File: config.mk
export PLATFORM = sky130hd
export DESIGN_NAME = seletor_varredura
export DESIGN_NICKNAME = d
export VERILOG_FILES = /design/src/rtl/seletor_varredura.sv
export SDC_FILE = /design/constraint.sdc
export NUM_CORES = 1
export LEC_CHECK = 0
export ABC_AREA = 1
export CORE_UTILIZATION = 59
export DETAILED_ROUTE_END_ITERATION = 10
export HOLD_SLACK_MARGIN = 0.02
export PLACE_DENSITY = 0.79
export REMOVE_ABC_BUFFERS = 1
export SYNTH_ARGS = -nofsm -noshare
export SYNTH_HDL_FRONTEND = slang
export SYNTH_SLANG_ARGS = --single-unit
File: constraint.sdc
create_clock -name clk -period 1.75 [get_ports clk]
set_clock_uncertainty 0.1 [all_clocks]
set_input_delay 0.175 -clock clk [delete_from_list [all_inputs] [get_ports clk]]
set_output_delay 0.175 -clock clk [all_outputs]
set_load 0.05 [all_outputs]
File: src/rtl/seletor_varredura.sv
// Digit scan selector for a 4-digit multiplexed display.
// Drives decoder select {B,A} and enable with blanking between digits.
module seletor_varredura #(
  parameter int DIV_MAX   = 50000,
  parameter int BLANK_CYC = 4
) (
  input  logic       clk,
  input  logic       rst_n,
  input  logic       run,
  output logic       A,
  output logic       B,
  output logic       en,
  output logic       tick,
  output logic [1:0] state_o
);

  typedef enum logic [1:0] {
    IDLE  = 2'b00,
    SHOW  = 2'b01,
    BLANK = 2'b10,
    BAD   = 2'b11
  } state_t;

  localparam logic [15:0] PRESC_LAST = 16'(DIV_MAX - 1);
  localparam logic [7:0]  BLANK_LAST =
    8'((BLANK_CYC > 0) ? BLANK_CYC - 1 : 0);
  localparam bit HAS_BLANK = (BLANK_CYC > 0);

  state_t      state, state_n;
  logic [1:0]  digit, digit_n;
  logic [15:0] presc, presc_n;
  logic [7:0]  blank, blank_n;
  logic        en_n, tick_n;

  // Next-state, counters and registered-output precompute
  always_comb begin
    state_n = state;
    digit_n = digit;
    presc_n = presc;
    blank_n = blank;
    tick_n  = 1'b0;
    unique case (state)
      IDLE: begin
        presc_n = '0;
        blank_n = '0;
        if (run) state_n = SHOW;
      end
      SHOW: begin
        if (!run) begin
          state_n = IDLE;
          presc_n = '0;
          blank_n = '0;
        end else if (presc == PRESC_LAST) begin
          digit_n = digit + 2'd1;
          tick_n  = 1'b1;
          presc_n = '0;
          blank_n = '0;
          if (HAS_BLANK) state_n = BLANK;
        end else begin
          presc_n = presc + 16'd1;
        end
      end
      BLANK: begin
        if (!run) begin
          state_n = IDLE;
          presc_n = '0;
          blank_n = '0;
        end else if (blank == BLANK_LAST) begin
          state_n = SHOW;
          presc_n = '0;
          blank_n = '0;
        end else begin
          blank_n = blank + 8'd1;
        end
      end
      default: begin
        state_n = IDLE;
        presc_n = '0;
        blank_n = '0;
      end
    endcase
    en_n = (state_n == SHOW);
  end

  // State, counters and output registers
  always_ff @(posedge clk or negedge rst_n) begin
    if (!rst_n) begin
      state <= IDLE;
      digit <= 2'd0;
      presc <= '0;
      blank <= '0;
      en    <= 1'b0;
      tick  <= 1'b0;
    end else begin
      state <= state_n;
      digit <= digit_n;
      presc <= presc_n;
      blank <= blank_n;
      en    <= en_n;
      tick  <= tick_n;
    end
  end

  assign A       = digit[0];
  assign B       = digit[1];
  assign state_o = state;

endmodule
==> run metrics <==
worst path cell trace nor2_1 > nand2_1 > o21bai_4 > buf_4 > nand2_8 > o21ai_0 > nor2_1; Die H approximately 56 um; top-area cell type share of the netlist area a little over two fifths; number of H-tree levels 2; Avg Inst Size Synth approximately 7.6 sq um; Final min period around 1.6 ns; Die Footprint 0.00312 sq mm; type of the worst min-delay path in2async; Setup-failing EPs final 0; crit path kind reg2reg; Synth Instances roughly 230; Leak a little under 1 nW; Tcrit/Tclk final 94.0%; P per Cell Area about 730 mW/mm^2; fin util around three quarters; Core Box Area about 0.0028 sq mm; clk sinks 30; synth warn 0; drt total wl roughly 3700 um; Starting Density 62.0%; Most common cell on crit path nor2_1; ranking of synthesized cells by area dfrtp_1, nand2_1, inv_1, nor2_1, nand3_1; CP startpoint blank[4]$_DFFE_PN0P_; estimated wirelength of the detail-placed design 2530 um; grt total ovfl 0; Peak VDD IR approximately 0.63 mV; number of synthesized register bits 30; initial antenna violation count 0; area growth from synthesis to layout 20.2%; post-synth top area cell dfrtp_1; Worst Max-Slew Pin Slew a little under 0.5 ns; slowest CP cell dfrtp_1; CTS tree done; Detail Route Antenna Nets 0; CP Buf/Inv Count 1; clock buffer depth 2; TritonRoute pass-1 iters 4; Cell Area, Synth between 0.0015 and 0.002 sq mm; Die X 55.8 um; register area share after synthesis between 40% and 50%; first-pass GRT wire length ~6300 um; Reg area 751 sq um; sum of negative setup slack 0 ns; largest net degree at the start of global routing 31; drt wl/cell approximately 13 um; Reg2Reg Depth 7; largest stage delay on the critical path about 0.44 ns; worst endpoint required time around 1.9 ns; Top delay family on crit path flip-flops; Slew HR 67.6%; vias in the first global route about 1,500; n_diodes 0; DR DRC count 0; MaxCap Viol Count 0; CP endpoint kind flop; crit start category flop; worst-skew pair later-pin latency ~0.34 ns; Vias/cell between 5 and 6; Max Clock Freq 608 MHz; Initial DRC Count 93; origin of the critical flop-to-flop path blank[4]$_DFFE_PN0P_; GRT Util Overall between 20% and 30%; status finished, final reports clean; via count about 1,600; # IOs 9; clock root buffer clkbuf_4; IO buf count 8; # fillers 214; Routability Congestion approximately 0.9; Netlist cell types 25; share of cells above drive strength 1 20.8%; max-slew violations 0; Power, Total between 1 and 1.5 mW; row count 19; NumNets Final ~260; crit-path max FO 16; clk slew on worst S/H paths approximately 0.1 ns; Levels on crit path 7; Final Hold Fails 0; Worst EP arrival about 1.8 ns; Multi-input gate area just over 800 sq um; Inserted Clock Buffers 5
where the power goes:
group | switching (mW) | internal (mW)
clock network | 0.254 | 0.295
logic | 0.124 | 0.0945
registers | 0.0155 | 0.715
total | 0.394 | 1.11
worst register-to-register path, cell delays in order, from the launching register on:
cell	delay (ns)
dfrtp_1	0.44
nor2_1	0.12
nand2_1	0.16
o21bai_4	0.28
buf_4	0.19
nand2_8	0.10
o21ai_0	0.10
nor2_1	0.06
logic make-up (layout without fill, tap and decap cells):
| family | count (synthesis) | count (layout) | share of synthesized area, % |
|---|---|---|---|
| xor+xnor | 2 | 2 | 1.03 |
| simple gates | 132 | 132 | 36.8 |
| flops | 30 | 30 | 43.9 |
| fa+ha+maj | 2 | 2 | 1.46 |
| compound gates | 21 | 21 | 7.10 |
| buf+inv | 39 | 73 | 9.66 |
cell usage after synthesis:
master / count
ha_1: 2
buf_4: 1
nor2_2: 6
xor2_1: 2
inv_2: 1
nor2_1: 33
nand4_1: 11
nor3_1: 2
o21bai_4: 1
dfrtp_1: 30
o21ai_0: 9
nand2_2: 3
inv_1: 34
o211ai_1: 1
nor3_4: 1
nor2_4: 2
nand3_2: 1
clkinv_1: 1
nand3_1: 18
nand2_1: 51
nor3_2: 1
buf_6: 2
nor3b_1: 1
a21oi_1: 10
nand2_4: 2
registers in the layout, indices dropped and copies added (netlist names):
| register | flops |
|---|---|
| tick | 1 |
| digit | 2 |
| state_o | 2 |
| en | 1 |
| presc | 16 |
| blank | 8 |
layout make-up:
class                      count  share of cell area, %
tap                           31                   1.89
inverter                      36                   6.58
multi-input combinational    157                   39.6
clock buffer                   5                   1.83
timing repair buffer          29                   11.6
clock inverter                 3                   1.95
sequential                    30                   36.5
metal layers:
| metal | global-route usage (%) | wire (um) |
|---|---|---|
| met5 | 0 | 0 |
| met1 | 33.9 | 1660 |
| met3 | 5.35 | 127 |
| met4 | 13.2 | 95 |
| met2 | 42.2 | 1840 |
placed cells by master (no fill, tap or decap), drive strengths merged, types with 2 or more instances in the layout:
master	instances
clkdlybuf4s50	2
buf	25
nand2	56
dfrtp	30
nor2	41
nand4	11
nor3	4
o21ai	9
dlygate4sd2	2
xor2	2
a21oi	10
clkbuf	5
nand3	19
clkinv	3
ha	2
inv	35
path summary, 6_finish.rpt:
path	end	slack (ns)
worst max-delay path	presc[7]$_DFFE_PN0P_	0.11
worst min-delay path	presc[15]$_DFFE_PN0P_	0.10
worst max register to register	presc[7]$_DFFE_PN0P_	0.11
worst min register to register	digit[1]$_DFFE_PN0P_	0.39
max in group asynchronous	digit[0]$_DFFE_PN0P_	1.17
min in group clk	digit[1]$_DFFE_PN0P_	0.39
metrics by stage:
stage | instances | instance area [sq um] | hold slack (ns) | setup slack, ns
after detailed placement | 274 | 1890 | 0.358 | 0.00515
after floorplan | 223 | 1680 | -0.221 | -0.0198
after global routing | 291 | 2050 | 0.145 | -0.0121
after CTS | 282 | 1970 | 0.111 | 0.0303
after global placement | 274 | 1890 | 0.365 | 0.0155
final | 291 | 2050 | 0.105 | 0.105
timing repair:
action                     in CTS  in global routing
setup endpoints to repair       2                 16
hold buffers                    0                  0
cloned                          0                  0
buffers inserted                0                  9
pin swaps                       0                  2
gates resized for setup         2                  5
(Power assumes the default switching activity.)
